`config.mk`:
```
export PLATFORM = sky130hd
export DESIGN_NAME = hilo_mdu
export DESIGN_NICKNAME = d
export VERILOG_FILES = /design/src/rtl/hilo_mdu.sv
export SDC_FILE = /design/constraint.sdc
export NUM_CORES = 1
export LEC_CHECK = 0
export BUFFER_PORTS_ARGS = -buffer_cell sky130_fd_sc_hd__buf_4
export CAP_MARGIN = 40
export CORE_UTILIZATION = 62
export DETAILED_ROUTE_END_ITERATION = 6
export HOLD_SLACK_MARGIN = 0.03
export PLACE_DENSITY = 0.82
export REMOVE_ABC_BUFFERS = 1
export SETUP_SLACK_MARGIN = 0.02
export SYNTH_ARGS = -nofsm -noshare
export SYNTH_HDL_FRONTEND = slang
export SYNTH_SLANG_ARGS = --single-unit
```
`constraint.sdc`:
```
create_clock -name clk -period 3.6 [get_ports clk]
set_input_delay 0.72 -clock clk [delete_from_list [all_inputs] [get_ports clk]]
set_output_delay 0.72 -clock clk [all_outputs]
set_load 0.01 [all_outputs]
```
`src/rtl/hilo_mdu.sv`:
```
// HI/LO multiply-divide unit: iterative shift-add multiplier and restoring divider.
// Define HILO_MDU_FAST_MULT_EN to replace the iterative multiplier with a one-cycle multiplier.
module hilo_mdu #(
  parameter int unsigned WIDTH = 32
) (
  input  logic             clk,
  input  logic             rst,
  input  logic             start,
  input  logic [1:0]       op,
  input  logic             cancel,
  input  logic [WIDTH-1:0] a,
  input  logic [WIDTH-1:0] b,
  input  logic             hi_we,
  input  logic             lo_we,
  input  logic [WIDTH-1:0] wdata,
  output logic             busy,
  output logic             done,
  output logic             div0,
  output logic [WIDTH-1:0] hi,
  output logic [WIDTH-1:0] lo
);

  localparam int unsigned DW = 2 * WIDTH;
  localparam int unsigned CW = $clog2(WIDTH + 1);

  typedef enum logic [1:0] {
    S_IDLE,
    S_MUL,
    S_DIV,
    S_DONE
  } state_t;

  state_t           state_q;
  logic [WIDTH-1:0] a_raw_q;
  logic [WIDTH-1:0] a_mag_q;
  logic [WIDTH-1:0] b_mag_q;
  logic             neg_a_q;
  logic             neg_b_q;
  logic             is_div_q;
  logic [CW-1:0]    cnt_q;
  logic [WIDTH-1:0] rem_q;
  logic [WIDTH-1:0] quo_q;
  logic             busy_q;
  logic             done_q;
  logic             div0_q;
  logic [WIDTH-1:0] hi_q;
  logic [WIDTH-1:0] lo_q;
`ifndef HILO_MDU_FAST_MULT_EN
  logic [DW-1:0]    acc_q;
  logic [WIDTH:0]   mul_sum_c;
`endif

  logic             a_neg_c;
  logic             b_neg_c;
  logic [WIDTH-1:0] a_mag_c;
  logic [WIDTH-1:0] b_mag_c;
  logic [WIDTH:0]   rem_sh_c;
  logic [WIDTH:0]   trial_c;
  logic             qbit_c;
  logic [DW-1:0]    prod_mag_c;
  logic [DW-1:0]    prod_c;
  logic [WIDTH-1:0] quo_s_c;
  logic [WIDTH-1:0] rem_s_c;
  logic             div0_c;
  logic [WIDTH-1:0] res_hi_c;
  logic [WIDTH-1:0] res_lo_c;

  // Operand magnitudes, one datapath step, and the sign-corrected result
  always_comb begin
    a_neg_c  = ~op[0] & a[WIDTH-1];
    b_neg_c  = ~op[0] & b[WIDTH-1];
    a_mag_c  = a_neg_c ? (~a + WIDTH'(1)) : a;
    b_mag_c  = b_neg_c ? (~b + WIDTH'(1)) : b;

    rem_sh_c = {rem_q, quo_q[WIDTH-1]};
    trial_c  = rem_sh_c - {1'b0, b_mag_q};
    qbit_c   = ~trial_c[WIDTH];

`ifdef HILO_MDU_FAST_MULT_EN
    prod_mag_c = DW'(a_mag_q) * DW'(b_mag_q);
`else
    mul_sum_c  = {1'b0, acc_q[DW-1:WIDTH]} + (acc_q[0] ? {1'b0, a_mag_q} : (WIDTH + 1)'(0));
    prod_mag_c = acc_q;
`endif
    prod_c   = (neg_a_q ^ neg_b_q) ? (~prod_mag_c + DW'(1)) : prod_mag_c;
    quo_s_c  = (neg_a_q ^ neg_b_q) ? (~quo_q + WIDTH'(1)) : quo_q;
    rem_s_c  = neg_a_q ? (~rem_q + WIDTH'(1)) : rem_q;
    div0_c   = (b_mag_q == '0);

    if (!is_div_q) begin
      res_hi_c = prod_c[DW-1:WIDTH];
      res_lo_c = prod_c[WIDTH-1:0];
    end else if (div0_c) begin
      res_hi_c = a_raw_q;
      res_lo_c = '1;
    end else begin
      res_hi_c = rem_s_c;
      res_lo_c = quo_s_c;
    end
  end

  // Control FSM, iteration registers and HI/LO
  always_ff @(posedge clk or negedge rst) begin
    if (!rst) begin
      state_q  <= S_IDLE;
      a_raw_q  <= '0;
      a_mag_q  <= '0;
      b_mag_q  <= '0;
      neg_a_q  <= 1'b0;
      neg_b_q  <= 1'b0;
      is_div_q <= 1'b0;
      cnt_q    <= '0;
      rem_q    <= '0;
      quo_q    <= '0;
      busy_q   <= 1'b0;
      done_q   <= 1'b0;
      div0_q   <= 1'b0;
      hi_q     <= '0;
      lo_q     <= '0;
`ifndef HILO_MDU_FAST_MULT_EN
      acc_q    <= '0;
`endif
    end else begin
      done_q <= 1'b0;
      div0_q <= 1'b0;
      if (hi_we) hi_q <= wdata;
      if (lo_we) lo_q <= wdata;

      case (state_q)
        S_IDLE: begin
          if (start && !cancel) begin
            a_raw_q  <= a;
            a_mag_q  <= a_mag_c;
            b_mag_q  <= b_mag_c;
            neg_a_q  <= a_neg_c;
            neg_b_q  <= b_neg_c;
            is_div_q <= op[1];
            cnt_q    <= CW'(WIDTH);
            busy_q   <= 1'b1;
            if (op[1]) begin
              state_q <= S_DIV;
              rem_q   <= '0;
              quo_q   <= a_mag_c;
            end else begin
`ifdef HILO_MDU_FAST_MULT_EN
              state_q <= S_DONE;
              done_q  <= 1'b1;
`else
              state_q <= S_MUL;
              acc_q   <= {(WIDTH)'(0), b_mag_c};
`endif
            end
          end
        end

        S_MUL, S_DIV: begin
          if (cancel) begin
            state_q <= S_IDLE;
            busy_q  <= 1'b0;
          end else if (cnt_q == '0) begin
            state_q <= S_DONE;
            done_q  <= 1'b1;
            div0_q  <= is_div_q & div0_c;
          end else begin
            cnt_q <= cnt_q - CW'(1);
            if (state_q == S_DIV) begin
              rem_q <= qbit_c ? trial_c[WIDTH-1:0] : rem_sh_c[WIDTH-1:0];
              quo_q <= {quo_q[WIDTH-2:0], qbit_c};
            end
`ifndef HILO_MDU_FAST_MULT_EN
            else begin
              acc_q <= {mul_sum_c, acc_q[WIDTH-1:1]};
            end
`endif
          end
        end

        // Result write is placed after the direct writes so it takes priority
        S_DONE: begin
          state_q <= S_IDLE;
          busy_q  <= 1'b0;
          if (!cancel) begin
            hi_q <= res_hi_c;
            lo_q <= res_lo_c;
          end
        end

        default: begin
          state_q <= S_IDLE;
          busy_q  <= 1'b0;
        end
      endcase
    end
  end

  assign busy = busy_q;
  assign done = done_q;
  assign div0 = div0_q;
  assign hi   = hi_q;
  assign lo   = lo_q;

endmodule

```
# ---- Word-level counts from Yosys, hierarchy flattened
# Cells that the tools add are included.
dict set report op_classes {
  n_eq_ne 12
  add_sub_neg 8
  reduce_logical 13
  n_bitwise 11
  mux 53
}
# operator count
set op_table {}
lappend op_table {{2-to-1 mux 32 bit} 26}
lappend op_table {{2-to-1 mux 64 bit} 6}
lappend op_table {{adder 32 x 1 -> 32 bit (second input constant)} 4}
lappend op_table {{NOT 32 bit} 4}
lappend op_table {{one-hot mux 32 bit (2 select lines)} 2}
lappend op_table {{one-hot mux 64 bit (2 select lines)} 1}
lappend op_table {{adder 64 x 1 -> 64 bit (second input constant)} 1}
lappend op_table {{NOT 64 bit} 1}
lappend op_table {{adder 32 x 32 -> 33 bit} 1}
lappend op_table {{subtractor 33 x 32 -> 33 bit} 1}
lappend op_table {{zero test 32 bit} 1}
lappend op_table {{2-to-1 mux 6 bit} 3}
lappend op_table {{!= test 2 bit (second input constant)} 8}
lappend op_table {{one-hot mux 6 bit (2 select lines)} 1}
lappend op_table {{AND reduction 6 bit} 2}
lappend op_table {{2-to-1 mux 1 bit} 8}
lappend op_table {{2-to-1 mux 2 bit} 4}
lappend op_table {{zero test 6 bit} 1}
lappend op_table {{one-hot mux 2 bit (3 select lines)} 1}
lappend op_table {{AND reduction 2 bit} 3}
lappend op_table {{subtractor 6 x 1 -> 6 bit (second input constant)} 1}
lappend op_table {{== test 2 bit (second input constant)} 2}
lappend op_table {{AND reduction 4 bit} 1}
lappend op_table {{AND 1 bit} 3}
lappend op_table {{other kinds (10)} 11}
dict set report word_totals {
  wordCells 113
  output_inout_bits 67
  reg_bits 302
  in_bits 104
}

# ---- Longest topological paths before layout
# Gate-level depths: netlist of the first run.
dict set report logic_depth {
  depth_word 7
  ltp_mapped 15
  ltp_nobuf 13
}

# ---- Worst setup path before layout of the first run
# Ideal clock, no wire load.
dict set report synth_timing {
  kind {register to register}
  startpoint {register acc_q[0]}
  endpoint {register acc_q[57]}
  t_required_ns 3.479
  stages_incl_launch_ff 16
  n_path_buf 2
  arrival_time_ns 2.923
  path_slack_ns 0.556
  setup_ns 0.121
  synth_period_minus_slack_ns 3.044
  cell_sequence {dfrtp_1 > clkbuf_1 > clkbuf_1 > and2_1 > ha_1 > inv_1 > fa_1 > nor2b_1 > o21a_1 > o21ai_0 > a21oi_1 > a21oi_1 > o21a_1 > o21ba_2 > xnor2_1 > a22o_1}
}
dict set report synth_via {
  elab_chain_len 6
}
# element line_no
set synth_lines {}
lappend synth_lines {{start: declaration} 49} ;# logic [DW-1:0] acc_q;
lappend synth_lines {{start signal: assignment} 150} ;# acc_q <= {(WIDTH)'(0), b_mag_c};
lappend synth_lines {{start signal: assignment} 172} ;# acc_q <= {mul_sum_c, acc_q[WIDTH-1:1]};
lappend synth_lines {{2-to-1 mux 32 bit} 82} ;# mul_sum_c = {1'b0, acc_q[DW-1:WIDTH]} + (acc_q[0] ? {1'b0, a_mag_q} : (WIDTH + 1)'(0));
lappend synth_lines {{adder 32 x 32 -> 33 bit} 82}
lappend synth_lines {{2-to-1 mux 64 bit} 166} ;# if (state_q == S_DIV) begin
lappend synth_lines {{2-to-1 mux 64 bit} 160} ;# end else if (cnt_q == '0) begin
lappend synth_lines {{2-to-1 mux 64 bit} 157} ;# if (cancel) begin
lappend synth_lines {{one-hot mux 64 bit (2 select lines)} 129} ;# case (state_q)
# No other way between the ends. The select of a mux whose other input is x is not followed.
# A chain may end at the register's enable or synchronous reset.

# ---- Worst setup path after layout of the first run
dict set report layout_timing {
  startpoint {register quo_q[31]}
  endpoint {register rem_q[5]}
}
dict set report layout_via {
  elab_chain_len 6
}
# element line_no
set layout_lines {}
lappend layout_lines {{start: declaration} 42} ;# logic [WIDTH-1:0] quo_q;
lappend layout_lines {{start signal: assignment} 143} ;# quo_q <= a_mag_c;
lappend layout_lines {{start signal: assignment} 168} ;# quo_q <= {quo_q[WIDTH-2:0], qbit_c};
lappend layout_lines {{subtractor 33 x 32 -> 33 bit} 76} ;# trial_c = rem_sh_c - {1'b0, b_mag_q};
lappend layout_lines {{2-to-1 mux 32 bit} 167} ;# rem_q <= qbit_c ? trial_c[WIDTH-1:0] : rem_sh_c[WIDTH-1:0];
lappend layout_lines {{2-to-1 mux 32 bit} 166}
lappend layout_lines {{2-to-1 mux 32 bit} 160}
lappend layout_lines {{2-to-1 mux 32 bit} 157}
lappend layout_lines {{one-hot mux 32 bit (2 select lines)} 129}
lappend layout_lines {{end signal: assignment} 167}
lappend layout_lines {{end: declaration} 41} ;# logic [WIDTH-1:0] rem_q;
# No other way between the ends. The select of a mux whose other input is x is not followed.

==> metrics.md, run 1 <==
| Metric | Value |
|---|---|
| # DRC | `0` |
| CP max FO | `47` |
| Placer Congestion | `1.01` |
| Leakage power | `10.9 nW` |
| Largest net degree at the start of global routing | `97` |
| Drt wl/cell | `22.4 um` |
| DIE WIDTH | `186 um` |
| Minimum clock period | `3.42 ns` |
| Max clock buf depth | `3` |
| Worst reg2reg path depth | `12` |
| CTS resizes | `0` |
| Slew at the pin with the worst max-slew slack | `0.971 ns` |
| DRT antenna net count | `0` |
| Flop and latch count out of synthesis | `301` |
| Setup violators final | `0` |
| Max_slew headroom | `35.3%` |
| Post-synth EDFFs | `0` |
| FF/Latch Area | `0.00753 mm^2` |
| Setup Buffers After CTS | `0` |
| Hold crit path type | `in2async` |
| Synth top cells by count | `nand2_1 (304), dfrtp_1 (301), o21ai_0 (286), nor2_1 (177), a21oi_1 (174)` |
| Outcome | `finished, final reports clean` |
| Count leader, synth | `nand2_1` |
| Synthesized area per cell | `8.46 um^2` |
| Area leader, netlist | `dfrtp_1` |
| TritonRoute pass-1 iters | `6` |
| Hold-fix buffers, CTS | `0` |
| Total power | `22.0 mW` |
| CTS Sinks | `301` |
| Top cells by area, synth | `dfrtp_1 (36%), o21ai_0 (6.9%), nand2_1 (5.5%)` |
| Clk root buf | `clkbuf_16` |
| CTS tree | `done` |
| Setup Crit Path Kind | `reg2reg` |
| Input/output buffers | `170` |
| Die H | `186 um` |
| Core Region | `0.0329 mm^2` |
| Crit share post-route | `94.9%` |
| Die Area | `0.0344 mm^2` |
| Syn-to-layout area delta | `14.5%` |
| Arr. time, crit path | `3.79 ns` |
| Async S/R FF share, synth | `100%` |
| Initial antenna violation count | `1` |
| Syn. warnings | `0` |
| RR Startpoint | `quo_q[31]` |
| Hold Violations, Final | `0` |
| Worst skew pair latency | `0.52 ns` |
| Global-route wire length before repair | `107000 um` |
| Grt ovf | `0` |
| R2R setup slack | `0.18 ns` |
| F_max | `293 MHz` |
| Yosys top cell area share | `36.1%` |
| Starting DRT DRC Count | `2602` |
| Vias in the first global route | `19500` |
| Total CTS buffers | `36` |
| Fillers | `2541` |
| H-tree depth | `2` |
| Max VDD drop | `0.000663 V` |
| Final WL | `68300 um` |
| Crit path to | `rem_q[5]` |
| CP endpoint kind | `register` |
| Worst hold slack | `0.178 ns` |
| Capturing point of the worst reg2reg path | `rem_q[5]` |
| Origin of the worst setup path | `quo_q[31]` |
| Total GRT Usage | `40.2%` |
| RSZ-0062 raised after global routing | `true` |
| Synth cell types | `79` |
| Worst Setup Start Kind | `register` |
| Syn Inst Count | `2469` |
| Final Max Tran Viols | `0` |
| Initial Util | `63.5%` |
| Seq/Total Area, Yosys | `36.1%` |
| Worst Clk Skew | `0.0196 ns` |
| Row count | `66` |
| Top FF cell, synth | `dfrtp_1` |
| Maxcap violations | `0` |
| Vias per inst | `6.57` |
| I/O Pins | `171` |
| Synthesized cell area | `0.0209 mm^2` |
| HPWL Detailed | `49900 um` |
| Vias | `20100` |
| Share of post-route cells with drive strength above 1 | `14.1%` |
| CP Data Required Time | `3.98 ns` |
| Clock slew at reported path FFs | `0.06 ns` |
| Multi-input gate area | `0.0126 mm^2` |
| Pwr dens | `921 mW/mm^2` |
| Layout net count | `2772` |
## critical path: stages (launching register included)
cell and delay (ns):
dfrtp_1 0.42, inv_1 0.16, ha_1 0.24, fa_1 0.40, nor2b_1 0.17, o31a_1 0.20, o21a_1 0.18, a21boi_1 0.12
o31ai_2 0.34, o221ai_2 0.22, xor2_2 0.19, buf_12 0.20, o311ai_0 0.40
## through the flow
step	cell area, um^2	util (%)	TNS [ns]	setup WS [ns]	instances
after floorplan	20300	-	-168.45	-1.89	2323
after CTS	23900	72.7	0	0.0891	3054
after detailed placement	22800	69.3	0	0.0938	2995
final	23900	72.7	0	0.184	3055
after global routing	23900	72.7	0	0.0119	3055
after global placement	22800	69.2	0	0.233	2994
## how the worst min path moves through the flow
stage / startpoint / endpoint / slack [ns] / depth (start not counted)
global placement: a_mag_q[22] / a_mag_q[22] / 0.46 / 2
global route: rst / b_mag_q[9] / 0.23 / 1
detailed placement: a_mag_q[17] / a_mag_q[17] / 0.46 / 2
CTS: rst / b_mag_q[9] / 0.21 / 1
floorplan: rst / a_mag_q[10] / 0.42 / 0
finish: rst / b_mag_q[4] / 0.18 / 1
## logic make-up (layout without fill, tap and decap cells)
kind of cell / after synthesis / count (layout) / synth area share [%]
adders and majority gates: 77 / 77 / 4.69
AOI/OAI and AO/OA: 755 / 755 / 22.3
muxes: 104 / 104 / 5.26
buffers and inverters: 219 / 362 / 4.03
other: 0 / 1 / 0
and+or+nand+nor: 776 / 776 / 17.6
DFF: 301 / 301 / 36.1
xor gates and xnor gates: 237 / 237 / 9.98
## per-layer routing
metal | global-route usage (%) | vias to the layer above | wire length, um
met1 | 53.7 | 9608 | 27100
met5 | 0 | - | 0
met2 | 64.2 | 1147 | 31500
met4 | 18.8 | 0 | 3350
li1 | - | 9075 | -
met3 | 5.95 | 244 | 6360
## state kept, by name, indices dropped and copies added (netlist names), 2 cells and up
register and count:
a_mag_q 31, a_raw_q 32, acc_q 64, b_mag_q 32, cnt_q 6, hi 32, lo 32, quo_q 32
rem_q 32, state_q 2
## power breakdown
group          internal (mW)  switching (mW)
Combinational           4.65            7.53
Sequential              4.71            1.54
Clock                   2.12            1.47
Total                   11.5            10.5
## placed cells by master (no fill, tap or decap), types with 10 or more instances in the layout
| cell type | n |
|---|---|
| nand2_1 | 303 |
| dfrtp_1 | 300 |
| o21ai_0 | 285 |
| buf_4 | 221 |
| nor2_1 | 175 |
| a21oi_1 | 174 |
| xor2_1 | 126 |
| xnor2_1 | 107 |
| nand3_1 | 74 |
| ha_1 | 74 |
| inv_1 | 71 |
| mux2i_1 | 68 |
| nor3_1 | 38 |
| clkbuf_16 | 37 |
| o211ai_1 | 36 |
| and2_1 | 36 |
| a21o_1 | 36 |
| mux2_2 | 35 |
| o31ai_1 | 35 |
| nor4_1 | 24 |
| a211oi_1 | 23 |
| nand2b_1 | 21 |
| o41ai_1 | 20 |
| or3_1 | 18 |
| nand4_1 | 16 |
| a31oi_1 | 16 |
| nor2b_1 | 14 |
| o311ai_0 | 13 |
| a221oi_1 | 12 |
| a22oi_1 | 12 |
| o21a_1 | 10 |
## cell type report
| cell class | instances | area share, % |
|---|---|---|
| clock inverters | 10 | 0.461 |
| multi-input cells | 1949 | 52.6 |
| diodes | 1 | 0.0105 |
| clock buffers | 49 | 4.27 |
| inverters | 73 | 1.15 |
| flip-flops and latches | 301 | 31.5 |
| well taps | 442 | 2.31 |
| repair buffers | 230 | 7.64 |
Note: power is estimated with default switching activity, not from simulation.
==> run 2: changes to the inputs <==
- CELL_PAD_IN_SITES_DETAIL_PLACEMENT: not set -> 1
- CELL_PAD_IN_SITES_GLOBAL_PLACEMENT: not set -> 2
- CORE_UTILIZATION: 62 -> 37
- PLACE_DENSITY: 0.82 -> not set
- PLACE_DENSITY_LB_ADDON: not set -> 0.1
==> run 2 against run 1 <==
Via count down 2.0%. First-iteration DRC count is 50% lower. Sequential power decreased by 2%. Worst hold slack got worse by 0.045 ns. Flip-flop and latch count is the same. Register-to-register slack improved by 0.05 ns. Non-clock buffer count is 81 higher. Clock-buffer cell count up 5. Critical path type unchanged. Cell count up 13%. Sequential share of layout area is 1.7 points lower. Clock skew down 0.0015 ns. Largest power group unchanged. Wire length up 22%.
==> metrics.md, run 2 (synthesized netlist as in run 1, its figures left out) <==
| Metric | Value |
|---|---|
| CP peak stage delay | `0.50 ns` |
| Die Area | `0.0574 mm^2` |
| Total GRT Usage | `29.2%` |
| Total CTS buffers | `39` |
| HPWL Detailed | `63000 um` |
| Post-place setup slack | `-0.0556 ns` |
| Final WL | `83200 um` |
| Pwr dens | `943 mW/mm^2` |
| Max_slew headroom | `41.8%` |
| Syn-to-layout area delta | `20.9%` |
| Worst path most repeated cell | `o21ai_0` |
| Leakage power | `11.4 nW` |
| CTS tree | `done` |
| CP endpoint kind | `register` |
| # DRC | `0` |
| Drt wl/cell | `24.1 um` |
| Minimum clock period | `3.36 ns` |
| Final WS setup | `0.235 ns` |
| Fillers | `6492` |
| Setup Crit Path Kind | `reg2reg` |
| Largest net degree at the start of global routing | `97` |
| Cell Count, Final, Fillers Out | `3451` |
| Global-route wire length before repair | `127000 um` |
| Clk root buf | `clkbuf_16` |
| Max clock buf depth | `3` |
| Vias per inst | `5.70` |
| Worst Setup Start Kind | `register` |
| Total power | `23.8 mW` |
| Commonest non-fill, non-tap cell in the layout | `nand2_1` |
| Max VDD drop | `0.000549 V` |
| Input/output buffers | `170` |
| Worst hold slack | `0.133 ns` |
| Worst Clk Skew | `0.0181 ns` |
| Starting DRT DRC Count | `1301` |
| Initial antenna violation count | `0` |
| Grt ovf | `0` |
| TritonRoute pass-1 iters | `5` |
| Placer Congestion | `0.895` |
| H-tree depth | `2` |
| Initial Util | `37.7%` |
| Commonest non-fill, non-tap cells in the layout | `nand2_1 (303), dfrtp_1 (300), buf_4 (298)` |
| F_max | `297 MHz` |
| Vias in the first global route | `20700` |
| Slew at the pin with the worst max-slew slack | `0.869 ns` |
| CTS Sinks | `301` |
| Final Max Tran Viols | `0` |
| RSZ-0062 raised after global routing | `false` |
| Outcome | `finished, final reports clean` |
| Arr. time, crit path | `3.81 ns` |
| Clock slew at reported path FFs | `0.06 ns` |
| DRT antenna net count | `0` |
| Worst skew pair latency | `0.57 ns` |
| Die H | `240 um` |
| Hold crit path type | `in2async` |
| Hold Violations, Final | `0` |
| I/O Pins | `171` |
| Vias | `19700` |
| Layout net count | `2856` |
| CP max FO | `8` |
| Row count | `86` |
| Maxcap violations | `0` |
| CP Data Required Time | `4.04 ns` |
| Core Region | `0.0554 mm^2` |
| Setup violators final | `0` |
| Worst path slowest cell | `dfrtp_1` |
| Crit share post-route | `93.5%` |
| Crit-path cells | `and2_1 -> ha_1 -> o21ai_0 -> o21ai_0 -> nand3_1 -> a21oi_1 -> o211ai_1 -> o21ai_0 -> buf_4 -> a31oi_1 -> xnor2_1 -> o21ai_0` |
| Share of post-route cells with drive strength above 1 | `17.0%` |
| Biggest register | `acc_q` |
| DIE WIDTH | `240 um` |
| DP Cell Count | `3380` |
| Max reg flops | `64` |
==> run 2: critical path: cells and delay by family (launching register included) <==
kind | cells | cell delay [ns]
AOI/OAI and AO/OA | 7 | 1.62
xor gates and xnor gates | 1 | 0.17
adders and majority gates | 1 | 0.35
buffers and inverters | 1 | 0.20
DFF | 1 | 0.50
and+or+nand+nor | 2 | 0.39
==> run 2: cell type report <==
class                      instances  area (um^2)  area share, %
antenna                            1         2.50        0.00992
clock buffer                      54         1100           4.38
clock inverter                    14          279           1.11
inverter                          73          274           1.09
multi-input combinational       1949        12600           50.0
sequential                       301         7530           29.8
tap                              748          936           3.71
timing repair buffer             311         2500           9.91
==> run 2: routing by layer <==
| layer | GRT usage, % | routed length [um] | vias to the layer above | share of wire (%) |
|---|---|---|---|---|
| met4 | 8.33 | 2070 | 0 | 2.5 |
| li1 | - | - | 9252 | - |
| met5 | 0 | 0 | - | 0 |
| met1 | 39.9 | 38100 | 9916 | 46 |
| met3 | 2.69 | 3200 | 103 | 3.9 |
| met2 | 48.8 | 39800 | 401 | 48 |
==> run 2: path summary, 6_finish.rpt <==
| check | startpoint | endpoint | slack [ns] | cells after the start |
|---|---|---|---|---|
| setup / recovery | acc_q[0] | acc_q[56] | 0.24 | 12 |
| max in group asynchronous | rst | hi[26] | 2.46 | 2 |
| hold / removal | rst | done | 0.13 | 1 |
| min in group clk | a[5] | a_raw_q[5] | 0.43 | 2 |
| hold reg to reg | a_mag_q[11] | a_mag_q[11] | 0.48 | 2 |
| setup reg to reg | acc_q[0] | acc_q[56] | 0.24 | 12 |
==> run 2: power by group <==
group / switching [mW] / internal, mW
Sequential: 1.43 / 4.71
Clock: 1.68 / 2.71
Combinational: 8.22 / 5.03
Total: 11.3 / 12.5
==> run 2: repair_timing <==
action | CTS | global route
buffers inserted | 0 | 2
resized for setup | 0 | 3
hold buffers | 0 | 0
setup endpoints to repair | 0 | 26
==> run 2: per-stage QoR <==
step / cell area (um^2) / setup TNS [ns] / utilization [%]
after floorplan: 20300 / -168.45 / -
final: 25200 / 0 / 45.5
after global placement: 23800 / -3.32 / 42.9
after detailed placement: 23800 / -0.134 / 43.0
after CTS: 25200 / 0 / 45.5
after global routing: 25200 / 0 / 45.5
